$ cat config.mk
export PLATFORM = sky130hd
export DESIGN_NAME = arbitro_memoria_dados_flat
export DESIGN_NICKNAME = d
export VERILOG_FILES = /design/src/rtl/arbitro_memoria_dados_if.sv /design/src/rtl/arbitro_memoria_dados.sv /design/src/flat_wrapper.sv
export SDC_FILE = /design/constraint.sdc
export NUM_CORES = 1
export LEC_CHECK = 0
export BUFFER_PORTS_ARGS = -buffer_cell sky130_fd_sc_hd__buf_2
export CAP_MARGIN = 10
export CORE_ASPECT_RATIO = 0.6
export CORE_UTILIZATION = 47
export DETAILED_ROUTE_END_ITERATION = 8
export MAX_ROUTING_LAYER = met4
export PLACE_DENSITY = 0.87
export SLEW_MARGIN = 15
export SYNTH_ARGS = -nofsm -noshare
export SYNTH_HDL_FRONTEND = slang
export SYNTH_SLANG_ARGS = --single-unit
export TNS_END_PERCENT = 30
$ cat constraint.sdc
create_clock -name clock -period 2.2 [get_ports clock]
set_clock_uncertainty 0.15 [all_clocks]
set_input_delay 0.44 -clock clock [delete_from_list [all_inputs] [get_ports clock]]
set_output_delay 0.44 -clock clock [all_outputs]
set_load 0.02 [all_outputs]
$ cat src/rtl/arbitro_memoria_dados_if.sv
// Bus bundle between the data-memory arbiter, its two requesters (CPU
// execute/memory stage and debug/monitor port) and the single-port memory.
//
// Handshake (both requester ports): a requester raises req together with
// we/end/dado and holds all four stable until the arbiter grants it. The
// arbiter samples the fields only at grant. Completion is the one-cycle ack
// pulse three cycles after grant; read data is in leitura from that same
// cycle. A req still high in the ack cycle is a fresh request that uses the
// fields presented in that cycle. Memory side: md_en/md_we/md_end/md_dado
// are driven by the arbiter; md_q is valid the cycle after md_en.
interface arbitro_memoria_dados_if #(
  parameter int LARGURA_DADOS = 16,
  parameter int LARGURA_END   = 16
);

  // CPU port
  logic                     cpu_req;
  logic                     cpu_we;
  logic [LARGURA_END-1:0]   cpu_end;
  logic [LARGURA_DADOS-1:0] cpu_dado;
  logic                     cpu_ack;
  logic [LARGURA_DADOS-1:0] cpu_leitura;
  logic                     cpu_stall;

  // Debug/monitor port
  logic                     dbg_req;
  logic                     dbg_we;
  logic [LARGURA_END-1:0]   dbg_end;
  logic [LARGURA_DADOS-1:0] dbg_dado;
  logic                     dbg_ack;
  logic [LARGURA_DADOS-1:0] dbg_leitura;

  // Memory port
  logic                     md_en;
  logic                     md_we;
  logic [LARGURA_END-1:0]   md_end;
  logic [LARGURA_DADOS-1:0] md_dado;
  logic [LARGURA_DADOS-1:0] md_q;

  // Arbiter side
  modport slave (
    input  cpu_req, cpu_we, cpu_end, cpu_dado,
    input  dbg_req, dbg_we, dbg_end, dbg_dado,
    input  md_q,
    output cpu_ack, cpu_leitura, cpu_stall,
    output dbg_ack, dbg_leitura,
    output md_en, md_we, md_end, md_dado
  );

  // Requesters and memory side
  modport master (
    output cpu_req, cpu_we, cpu_end, cpu_dado,
    output dbg_req, dbg_we, dbg_end, dbg_dado,
    output md_q,
    input  cpu_ack, cpu_leitura, cpu_stall,
    input  dbg_ack, dbg_leitura,
    input  md_en, md_we, md_end, md_dado
  );

endinterface

$ cat src/rtl/arbitro_memoria_dados.sv
// Arbiter/sequencer for the shared single-port data memory. One access at a
// time runs through LIVRE -> ACESSO -> CAPTURA. The CPU has priority, but a
// starvation counter forces a debug grant after LIMITE_ESPERA consecutive
// CPU grants while debug is waiting. estado and contador are exposed for
// observation.
module arbitro_memoria_dados #(
  parameter int LARGURA_DADOS = 16,
  parameter int LARGURA_END   = 16,
  parameter int LIMITE_ESPERA = 4,
  parameter int LARGURA_CONT  = $clog2(LIMITE_ESPERA + 1)
) (
  input  logic                    clock,
  input  logic                    reset,
  arbitro_memoria_dados_if.slave  bus,
  output logic [1:0]              estado,
  output logic [LARGURA_CONT-1:0] contador
);

  typedef enum logic [1:0] {
    LIVRE   = 2'd0,
    ACESSO  = 2'd1,
    CAPTURA = 2'd2
  } estado_t;

  localparam logic [LARGURA_CONT-1:0] LIMITE_C = LARGURA_CONT'(LIMITE_ESPERA);

  estado_t                  estado_q;
  logic [LARGURA_CONT-1:0]  contador_q;
  logic                     dono_q;      // 0 = CPU owns the access, 1 = debug
  logic                     we_q;        // latched write flag, kept through CAPTURA
  logic                     md_en_q;
  logic                     md_we_q;
  logic [LARGURA_END-1:0]   md_end_q;
  logic [LARGURA_DADOS-1:0] md_dado_q;
  logic                     cpu_ack_q;
  logic                     dbg_ack_q;
  logic [LARGURA_DADOS-1:0] cpu_leitura_q;
  logic [LARGURA_DADOS-1:0] dbg_leitura_q;

  logic ganha_dbg;
  logic ganha_cpu;

  // Priority decision on the current cycle's requests; only used in LIVRE.
  always_comb begin
    ganha_dbg = bus.dbg_req & (~bus.cpu_req | (contador_q == LIMITE_C));
    ganha_cpu = ~ganha_dbg & bus.cpu_req;
  end

  // Access sequencer: grant/latch in LIVRE, strobe memory in ACESSO,
  // capture read data and pulse the owner's ack in CAPTURA.
  always_ff @(posedge clock or negedge reset) begin
    if (!reset) begin
      estado_q      <= LIVRE;
      contador_q    <= '0;
      dono_q        <= 1'b0;
      we_q          <= 1'b0;
      md_en_q       <= 1'b0;
      md_we_q       <= 1'b0;
      md_end_q      <= '0;
      md_dado_q     <= '0;
      cpu_ack_q     <= 1'b0;
      dbg_ack_q     <= 1'b0;
      cpu_leitura_q <= '0;
      dbg_leitura_q <= '0;
    end else begin
      // Acks are single-cycle pulses.
      cpu_ack_q <= 1'b0;
      dbg_ack_q <= 1'b0;
      case (estado_q)
        LIVRE: begin
          if (ganha_dbg) begin
            dono_q     <= 1'b1;
            we_q       <= bus.dbg_we;
            md_end_q   <= bus.dbg_end;
            md_dado_q  <= bus.dbg_dado;
            md_en_q    <= 1'b1;
            md_we_q    <= bus.dbg_we;
            contador_q <= '0;
            estado_q   <= ACESSO;
          end else if (ganha_cpu) begin
            dono_q    <= 1'b0;
            we_q      <= bus.cpu_we;
            md_end_q  <= bus.cpu_end;
            md_dado_q <= bus.cpu_dado;
            md_en_q   <= 1'b1;
            md_we_q   <= bus.cpu_we;
            // Count CPU grants that overtake a waiting debug request.
            if (bus.dbg_req) begin
              if (contador_q != LIMITE_C) begin
                contador_q <= contador_q + LARGURA_CONT'(1);
              end
            end else begin
              contador_q <= '0;
            end
            estado_q <= ACESSO;
          end else begin
            // Idle: nobody requesting, so debug is not waiting either.
            contador_q <= '0;
          end
        end
        ACESSO: begin
          md_en_q  <= 1'b0;
          md_we_q  <= 1'b0;
          estado_q <= CAPTURA;
        end
        CAPTURA: begin
          // md_q carries the word addressed during ACESSO; writes leave
          // both leitura registers untouched.
          if (!we_q) begin
            if (dono_q) begin
              dbg_leitura_q <= bus.md_q;
            end else begin
              cpu_leitura_q <= bus.md_q;
            end
          end
          if (dono_q) begin
            dbg_ack_q <= 1'b1;
          end else begin
            cpu_ack_q <= 1'b1;
          end
          estado_q <= LIVRE;
        end
        default: begin
          md_en_q  <= 1'b0;
          md_we_q  <= 1'b0;
          estado_q <= LIVRE;
        end
      endcase
    end
  end

  // Stall the pipeline while the CPU request is outstanding; it falls in
  // the ack cycle so the stage can advance with the read data.
  assign bus.cpu_stall   = bus.cpu_req & ~cpu_ack_q;

  assign bus.cpu_ack     = cpu_ack_q;
  assign bus.cpu_leitura = cpu_leitura_q;
  assign bus.dbg_ack     = dbg_ack_q;
  assign bus.dbg_leitura = dbg_leitura_q;
  assign bus.md_en       = md_en_q;
  assign bus.md_we       = md_we_q;
  assign bus.md_end      = md_end_q;
  assign bus.md_dado     = md_dado_q;

  assign estado   = estado_q;
  assign contador = contador_q;

endmodule

$ cat src/flat_wrapper.sv
// flat-port wrapper written by rule: the top's interface ports become plain ports
module arbitro_memoria_dados_flat 
#(
  parameter int LARGURA_DADOS = 16,
  parameter int LARGURA_END   = 16,
  parameter int LIMITE_ESPERA = 4,
  parameter int LARGURA_CONT  = $clog2(LIMITE_ESPERA + 1)
)
  (clock, reset, estado, contador, bus_cpu_req, bus_cpu_we, bus_cpu_end, bus_cpu_dado, bus_dbg_req, bus_dbg_we, bus_dbg_end, bus_dbg_dado, bus_md_q, bus_cpu_ack, bus_cpu_leitura, bus_cpu_stall, bus_dbg_ack, bus_dbg_leitura, bus_md_en, bus_md_we, bus_md_end, bus_md_dado);
  arbitro_memoria_dados_if #(.LARGURA_DADOS(LARGURA_DADOS), .LARGURA_END(LARGURA_END)) bus_i ();
  input  logic clock;
  input  logic reset;
  output logic [1:0] estado;
  output logic [LARGURA_CONT-1:0] contador;
  input wire logic [$bits(bus_i.cpu_req)-1:0] bus_cpu_req;
  input wire logic [$bits(bus_i.cpu_we)-1:0] bus_cpu_we;
  input wire logic [$bits(bus_i.cpu_end)-1:0] bus_cpu_end;
  input wire logic [$bits(bus_i.cpu_dado)-1:0] bus_cpu_dado;
  input wire logic [$bits(bus_i.dbg_req)-1:0] bus_dbg_req;
  input wire logic [$bits(bus_i.dbg_we)-1:0] bus_dbg_we;
  input wire logic [$bits(bus_i.dbg_end)-1:0] bus_dbg_end;
  input wire logic [$bits(bus_i.dbg_dado)-1:0] bus_dbg_dado;
  input wire logic [$bits(bus_i.md_q)-1:0] bus_md_q;
  output wire logic [$bits(bus_i.cpu_ack)-1:0] bus_cpu_ack;
  output wire logic [$bits(bus_i.cpu_leitura)-1:0] bus_cpu_leitura;
  output wire logic [$bits(bus_i.cpu_stall)-1:0] bus_cpu_stall;
  output wire logic [$bits(bus_i.dbg_ack)-1:0] bus_dbg_ack;
  output wire logic [$bits(bus_i.dbg_leitura)-1:0] bus_dbg_leitura;
  output wire logic [$bits(bus_i.md_en)-1:0] bus_md_en;
  output wire logic [$bits(bus_i.md_we)-1:0] bus_md_we;
  output wire logic [$bits(bus_i.md_end)-1:0] bus_md_end;
  output wire logic [$bits(bus_i.md_dado)-1:0] bus_md_dado;
  assign bus_i.cpu_req = bus_cpu_req;
  assign bus_i.cpu_we = bus_cpu_we;
  assign bus_i.cpu_end = bus_cpu_end;
  assign bus_i.cpu_dado = bus_cpu_dado;
  assign bus_i.dbg_req = bus_dbg_req;
  assign bus_i.dbg_we = bus_dbg_we;
  assign bus_i.dbg_end = bus_dbg_end;
  assign bus_i.dbg_dado = bus_dbg_dado;
  assign bus_i.md_q = bus_md_q;
  assign bus_cpu_ack = bus_i.cpu_ack;
  assign bus_cpu_leitura = bus_i.cpu_leitura;
  assign bus_cpu_stall = bus_i.cpu_stall;
  assign bus_dbg_ack = bus_i.dbg_ack;
  assign bus_dbg_leitura = bus_i.dbg_leitura;
  assign bus_md_en = bus_i.md_en;
  assign bus_md_we = bus_i.md_we;
  assign bus_md_end = bus_i.md_end;
  assign bus_md_dado = bus_i.md_dado;
  arbitro_memoria_dados #(.LARGURA_DADOS(LARGURA_DADOS), .LARGURA_END(LARGURA_END), .LIMITE_ESPERA(LIMITE_ESPERA), .LARGURA_CONT(LARGURA_CONT)) u_core (.clock(clock), .reset(reset), .bus(bus_i), .estado(estado), .contador(contador));
endmodule
Word level (Yosys, flattened, before mapping)
Index checks and enable logic that the tools add are counted.

cells by class
  add/subtract/negate cells = 1
  eq/ne operators = 6
  mux-type cells = 23
  bitwise gates (word level) = 10
  reduce and logical (&&, ||, !) cells = 7

operator list
  cell                                                                      number
  16-bit 2-to-1 mux                                                         4
  3-bit 2-to-1 mux                                                          4
  1-bit 2-to-1 mux                                                          10
  1-bit NOT                                                                 6
  2-bit AND reduction                                                       3
  3-bit AND reduction                                                       2
  2-bit 2-to-1 mux                                                          2
  4-bit by 3-bit inequality test with 1-bit output (second input constant)  1
  1-bit case mux with 2 select lines                                        2
  2-bit case mux with 2 select lines                                        1
  3-bit by 1-bit adder with 3-bit output (second input constant)            1
  1-bit AND                                                                 3
  3-bit == test (second input constant)                                     1
  3-bit by 1-bit inequality test with 1-bit output (second input constant)  1
  3-bit inequality test (second input constant)                             1
  2-bit by 1-bit == test with 1-bit output (second input constant)          1
  2-bit == test (second input constant)                                     1
  2-bit zero test                                                           1
  2-bit nonzero test                                                        1
  1-bit bitwise OR                                                          1

word-level totals
  register bits = 75
  bits of input ports = 86
  output and inout bits = 74
  word-level logic and storage cells = 59

Logic depth before layout (Yosys ltp)
Gate-level depths: netlist (run 1).

  depth after elaboration = 8
  mapped depth = 7
  gate-level depth less buffers = 5

Least setup slack after synthesis (run 1)
No wires, ideal clock.

  path kind = flip-flop to flip-flop
  start = register u_core.estado_q[0], in the netlist u_core.estado[0]
  end = register u_core.dbg_leitura_q[10], in the netlist u_core.bus.dbg_leitura[10]
  setup time = 0.125 ns
  arrival = 1.495 ns
  required time = 1.925 ns
  setup slack = 0.430 ns
  cell stages (with the launch flop) = 7
  path buffers = 3
  period minus slack after synthesis = 1.770 ns
  cells stage by stage = dfrtp_1 > buf_6 > and3b_1 > nor2b_4 > buf_6 > buf_12 > mux2_4

between the ends
  word-level cells in the longest chain between the ends = 2

ends and longest elaborated chain
  what                                  RTL line                      text
  start, declared                       arbitro_memoria_dados.sv:27   estado_t estado_q;
  start signal, assigned                arbitro_memoria_dados.sv:53   estado_q <= LIVRE;
  start signal, assigned                arbitro_memoria_dados.sv:79   estado_q <= ACESSO;
  start signal, assigned                arbitro_memoria_dados.sv:95   estado_q <= ACESSO;
  2-bit == test                         arbitro_memoria_dados.sv:69   case (estado_q)
  3-bit AND reduction (no source line)  -
  end signal, assigned                  arbitro_memoria_dados.sv:111  dbg_leitura_q <= bus.md_q;
  end, declared                         arbitro_memoria_dados.sv:38   logic [LARGURA_DADOS-1:0] dbg_leitura_q;

No other way between the ends.
A chain may end at the register's enable or synchronous reset.

Final worst setup path (run 1)
  start = register u_core.estado_q[1], in the netlist u_core.estado[1]
  end = register u_core.dbg_leitura_q[2], in the netlist u_core.bus.dbg_leitura[2]

Same word-level chain as after synthesis.

==> impl_metrics.json, run 1 <==
{
  "cts_resized": 0,
  "top_usage_layer": "met2",
  "htree_levels": 3,
  "first_pass_iters": 9,
  "worst_slack_ns": 0.302,
  "grt_pass1_vias": 2905,
  "max_stage_delay_ns": 0.57,
  "clock_latency_ns": 0.33,
  "rows": 23,
  "violations": "DRC",
  "cp_max_fo": 16,
  "grtUsageMet1_pct": 34.4,
  "hold_viol": 0,
  "synth.distinct_cells": 29,
  "synth_top_area_share_pct": 54.7,
  "dp_hpwl_mm": 6.40,
  "worstSetupPathType": "register to register",
  "seq_area_frac_synth_pct": 54.7,
  "gp_congestion": 0.814,
  "drc": 8,
  "max_slew_margin_pct": 36.8,
  "nFillCells": 564,
  "rsz0062_at_grt": "false",
  "yosys-top-cells-area": "dfrtp_1, mux2_4, a31oi_1",
  "cts_sinks": 75,
  "synth-main-ff-cell": "dfrtp_1",
  "globalRouteOverflowTotal": 0,
  "internal-power_w": 0.00426,
  "cp-end-kind": "register",
  "min_path_type": "primary input to register",
  "final_antenna_net_count": 0,
  "synth_nets": 393,
  "ys_ff_latch": 75,
  "synth-edff-count": 0,
  "cts_tree": "yes",
  "setup_violations": 0,
  "yosysWarnings": 0,
  "core_mm2": 0.00688,
  "critical-path-top-delay-family": "flip-flops",
  "insertedDiodeCount": 0,
  "dp_cells": 531,
  "num-nets-final": 544,
  "startpoint_type": "register",
  "avgSynthCellArea_um2": 11.3,
  "period_minus_slack_ns": 1.90,
  "clkPwrFrac_pct": 22.2,
  "cts_setup_buffers": 0,
  "async_reset_ff_share_pct": 100,
  "area_delta_synth_final_pct": 33.6,
  "path_clk_slew_ns": 0.06,
  "synth_cells": 305,
  "p_sw_w": 0.00280,
  "clk_path_buf_depth": 2,
  "die-area_mm2": 0.00766,
  "final_cell_mix": "buf_2, dfrtp_1, o21ai_0, nand3_1",
  "drv_cap": 0,
  "seqPwrFrac_pct": 35.2,
  "cts.root.buffer_cell": "clkbuf_16",
  "worstPathCellList": "and3b_1, nor2b_4, buf_4, mux2_2",
  "power_density_mw_per_mm2": 1540,
  "die_x_um": 112,
  "routed_wl_mm": 9.29,
  "fmax_ghz": 0.527,
  "port_buffers": 159,
  "vias": 3146,
  "initial_utilization_pct": 49.9,
  "dp_slack_ns": 0.231,
  "grt_max_degree": 40,
  "cts_buffers": 9,
  "routedWlPerCell_um": 17.0,
  "crit_slowest_cell": "dfrtp_1",
  "antenna_found_initial": 0,
  "ir_worst_vdd_v": 0.000828,
  "status": "finished with violations",
  "dr.first_iter.drc_count": 230,
  "final_max_slew_viol_count": 0,
  "crit_arrival_ns": 1.96,
  "crit_required_ns": 2.26,
  "grt_pass1_wl_mm": 14.6,
  "die_h_um": 68.2,
  "post-route-util_pct": 66.7,
  "grtUsageMet3_pct": 6.29,
  "tns_ns": 0,
  "worstMarginPinSlew_ns": 0.946,
  "grt_usage_pct": 26.2,
  "leakagePower_nw": 2.19,
  "regArea_mm2": 0.00188,
  "combPwrFrac_pct": 42.6,
  "drive_gt1_share_pct": 48.4,
  "synth_area_mm2": 0.00343,
  "fin_crit_sh_pct": 86.3,
  "vias_per_cell": 5.74,
  "multi_input_area_mm2": 0.00137,
  "switching_share_pct": 39.7,
  "layout.cells.non_filler": 548,
  "ios": 160,
  "crit_buf_inv": 1,
  "final_common_cell": "buf_2",
  "grtUsageMet2_pct": 41.0,
  "yosys.area.top_type": "dfrtp_1",
  "cts_hold_buf": 1
}
## synth_stat cells (all sizes together), types with 2 or more instances
library cell / number
nor2: 3
a31oi: 34
buf: 15
ha: 2
a21oi: 34
o21ai: 38
nand4: 3
nand3: 36
nor2b: 3
mux2: 32
inv: 5
clkbuf: 15
dfrtp: 75
## layout make-up
| cell class | instances | area share (%) |
|---|---|---|
| clock buffers | 10 | 4.99 |
| repair buffers | 170 | 19.5 |
| clock inverters | 6 | 1.96 |
| inverters | 5 | 0.409 |
| flip-flops and latches | 75 | 40.9 |
| well taps | 87 | 2.37 |
| multi-input cells | 195 | 29.8 |
## worst reg2reg max path, delay by kind of cell, from the launching register on
family        cells  cell delay, ns
simple gates      2            0.39
flops             1            0.57
mux               1            0.38
buf+inv           1            0.29
## cell families (layout without fill, tap and decap cells)
family	after synthesis	after routing	share of synthesized area, %
AO/OA/AOI/OAI	110	110	17.8
adder cells (fa/ha/maj)	2	2	0.729
multiplexers	32	32	12.7
flip-flops	75	75	54.7
AND/OR/NAND/NOR	51	51	8.38
buffers and inverters	35	191	5.76
## power by group through the flow
stage / clock network, W / registers, W / logic [W]
2_1_floorplan: 0 / 0.00323 / 0.00121
3_3_place_gp: 0 / 0.00245 / 0.00295
3_5_place_dp: 0 / 0.00248 / 0.00303
4_1_cts: 0.00159 / 0.00248 / 0.00302
5_1_grt: 0.00166 / 0.00257 / 0.00324
6_report: 0.00157 / 0.00248 / 0.00301
## metrics by stage
step	hold WS [ns]	instance area, um2	power, W
3_3_place_gp	0.286	4260	0.00540
2_1_floorplan	-0.00559	3430	0.00444
4_1_cts	0.197	4590	0.00709
3_5_place_dp	0.286	4260	0.00550
5_1_grt	0.193	4590	0.00746
6_report	0.204	4590	0.00706
## sequential cells by signal, summed over array words and instances, names as in the netlist
signal	count
u_core.bus.md_en	1
u_core.bus.cpu_leitura	16
u_core.contador	3
u_core.bus.dbg_ack	1
u_core.we_q	1
u_core.dono_q	1
u_core.bus.md_dado	16
u_core.bus.md_end	16
u_core.bus.dbg_leitura	16
u_core.bus.md_we	1
u_core.bus.cpu_ack	1
u_core.estado	2
## final timing paths
check / from / end / slack [ns] / cells after the start
worst min register to register: u_core.dono_q / u_core.bus.cpu_ack / 0.32 / 1
worst max-delay path: u_core.estado[1] / u_core.bus.dbg_leitura[2] / 0.30 / 4
worst max register to register: u_core.estado[1] / u_core.bus.dbg_leitura[2] / 0.30 / 4
max in group asynchronous: reset / u_core.bus.md_en / 0.85 / 3
min in group asynchronous: reset / u_core.bus.cpu_leitura[1] / 0.46 / 2
worst min-delay path: bus_md_q[3] / u_core.bus.cpu_leitura[3] / 0.20 / 2
## routing by layer
| metal | vias to the layer above | wire length [um] |
|---|---|---|
| met1 | 1534 | 4090 |
| li1 | 1420 | - |
| met4 | 0 | 101 |
| met5 | - | 0 |
| met2 | 183 | 4370 |
| met3 | 9 | 735 |
No activity file was read; power rests on OpenSTA's default activity.
==> inputs of run 2 (changes only) <==
--- a/config.mk
+++ b/config.mk
@@ -10,7 +10,7 @@
 export CORE_ASPECT_RATIO = 0.6
 export CORE_UTILIZATION = 47
 export DETAILED_ROUTE_END_ITERATION = 8
-export MAX_ROUTING_LAYER = met4
+export GPL_TIMING_DRIVEN = 0
 export PLACE_DENSITY = 0.87
 export SLEW_MARGIN = 15
 export SYNTH_ARGS = -nofsm -noshare
==> run 2 against run 1 <==
Against the previous run: the flow still finishes with violations (DRC); via count is 0.86% lower; utilization increased by 1.7 points; register-to-register slack worse by 0.12 ns; hold slack lost 0.0011 ns; power rose by 1.2%; fmax is 5.9% lower; combinational power is 3% higher; worst setup slack got worse by 0.12 ns; flip-flop and latch count did not move; sequential power barely moved; clock-buffer cell count rose by 1.
==> impl_metrics.json, run 2 (synthesized netlist as in run 1, its figures left out) <==
{
  "ios": 160,
  "rsz0062_at_grt": "false",
  "final_cell_mix": "buf_2, dfrtp_1, o21ai_0, nand3_1",
  "crit_required_ns": 2.29,
  "drv_cap": 0,
  "period_minus_slack_ns": 2.02,
  "rows": 23,
  "dr.first_iter.drc_count": 231,
  "drive_gt1_share_pct": 47.3,
  "htree_levels": 3,
  "crit_arrival_ns": 2.11,
  "violations": "DRC",
  "critical-path-top-delay-family": "compound AO/OA/AOI/OAI gates",
  "cts.root.buffer_cell": "clkbuf_16",
  "worstSetupPathType": "register to register",
  "cts_buffers": 9,
  "cp_max_fo": 10,
  "startpoint": "u_core.contador[0]",
  "tns_ns": 0,
  "routedWlPerCell_um": 16.9,
  "cp_num_cells": 6,
  "cp-endpoint": "u_core.bus.md_end[1]",
  "die_x_um": 112,
  "cts_tree": "yes",
  "die-area_mm2": 0.00766,
  "insertedDiodeCount": 0,
  "ir_worst_vdd_v": 0.000754,
  "cp-end-kind": "register",
  "ff2ff_path_depth": 6,
  "setup_violations": 0,
  "nFillCells": 534,
  "wl_met3_um": 844,
  "fin_crit_sh_pct": 91.6,
  "grt_max_degree": 56,
  "clock_latency_ns": 0.33,
  "die_h_um": 68.2,
  "leakagePower_nw": 2.24,
  "highest_layer": "met4",
  "hold_depth": 2,
  "globalRouteOverflowTotal": 0,
  "min_path_type": "primary input to register",
  "area_delta_synth_final_pct": 37.1,
  "grt_usage_pct": 27.0,
  "grt_pass1_wl_mm": 15.5,
  "status": "finished with violations",
  "num-nets-final": 565,
  "max_stage_delay_ns": 0.41,
  "startpoint_type": "register",
  "core_mm2": 0.00688,
  "grt_pass1_vias": 3035,
  "post-route-util_pct": 68.4,
  "rr_startpoint": "u_core.contador[0]",
  "crit_buf_inv": 2,
  "initial_utilization_pct": 49.9,
  "clk_path_buf_depth": 2,
  "worstPathCellList": "inv_1, ha_1, a21boi_2, clkbuf_1, o21ai_0, a31oi_1",
  "vias_per_cell": 5.48,
  "r2r_slack_ns": 0.18,
  "fmax_ghz": 0.496,
  "drc": 8,
  "final_antenna_net_count": 0,
  "max_slew_margin_pct": 60.7,
  "port_buffers": 159,
  "dp_hpwl_mm": 7.08,
  "path_clk_slew_ns": 0.06,
  "final_common_cell": "buf_2",
  "final_max_slew_viol_count": 0,
  "power_density_mw_per_mm2": 1520,
  "crit_slowest_cell": "dfrtp_1",
  "antenna_found_initial": 0,
  "worstMarginPinSlew_ns": 0.586,
  "hold_viol": 0,
  "r2r_end": "u_core.bus.md_end[1]",
  "first_pass_iters": 9,
  "cts_sinks": 75,
  "dr_wl_met2_mm": 4.34,
  "gp_congestion": 0.784,
  "vias": 3119,
  "routed_wl_mm": 9.61,
  "wl_met1_mm": 4.34
}
==> run 2: metrics by stage <==
| stage | power [W] | instance area [um2] | std cells | setup WS [ns] | hold WS [ns] |
|---|---|---|---|---|---|
| 2_1_floorplan | 0.00444 | 3430 | 305 | 0.430 | -0.00559 |
| 3_3_place_gp | 0.00545 | 4340 | 551 | 0.0938 | 0.327 |
| 3_5_place_dp | 0.00556 | 4370 | 552 | 0.171 | 0.203 |
| 4_1_cts | 0.00718 | 4710 | 569 | 0.169 | 0.195 |
| 5_1_grt | 0.00759 | 4710 | 569 | 0.00101 | 0.192 |
| 6_report | 0.00714 | 4710 | 569 | 0.184 | 0.203 |
==> run 2: repair_timing <==
action | CTS | global route
hold buffers | 1 | 0
buffers inserted | 0 | 0
gates resized for setup | 0 | 2
hold endpoints to repair | 20 | 0
endpoints found under the setup margin | 0 | 2
==> run 2: final cells by class <==
cell class	count	area [um2]	area share, %
buffer	30	180	3.83
inverter	5	18.8	0.399
clock buffer	11	243	5.16
timing repair buffer	161	836	17.8
multi-input combinational	195	1360	28.9
clock inverter	5	85.1	1.81
tap	87	109	2.31
sequential	75	1880	39.9
==> run 2: metal layers <==
metal | vias up | global-route usage [%]
met3 | 9 | 9.12
met2 | 156 | 43.6
met5 | - | 0
met1 | 1492 | 35.8
li1 | 1462 | -
met4 | 0 | 6.00
==> run 2: worst min-delay path by stage <==
stage                        from                    endpoint  slack (ns)
finish               bus_md_q[11]  u_core.bus.cpu_leitura[11]        0.20
global route         bus_md_q[14]  u_core.bus.cpu_leitura[14]        0.19
CTS                  bus_md_q[11]  u_core.bus.cpu_leitura[11]        0.20
detailed placement          reset   u_core.bus.cpu_leitura[1]        0.20
global placement    u_core.dono_q          u_core.bus.cpu_ack        0.33
floorplan                   reset          u_core.bus.cpu_ack      -0.006
==> run 2: worst register-to-register path: cells and delay by family, from the launching register on <==
kind	cells	cell delay [ns]
AO/OA/AOI/OAI	3	0.69
buffers and inverters	2	0.44
adder cells (fa/ha/maj)	1	0.24
flip-flops	1	0.41
==> run 2: power breakdown <==
group	internal [W]	switching, W
registers	0.00205	0.000395
logic	0.00125	0.00186
clock network	0.00103	0.000559
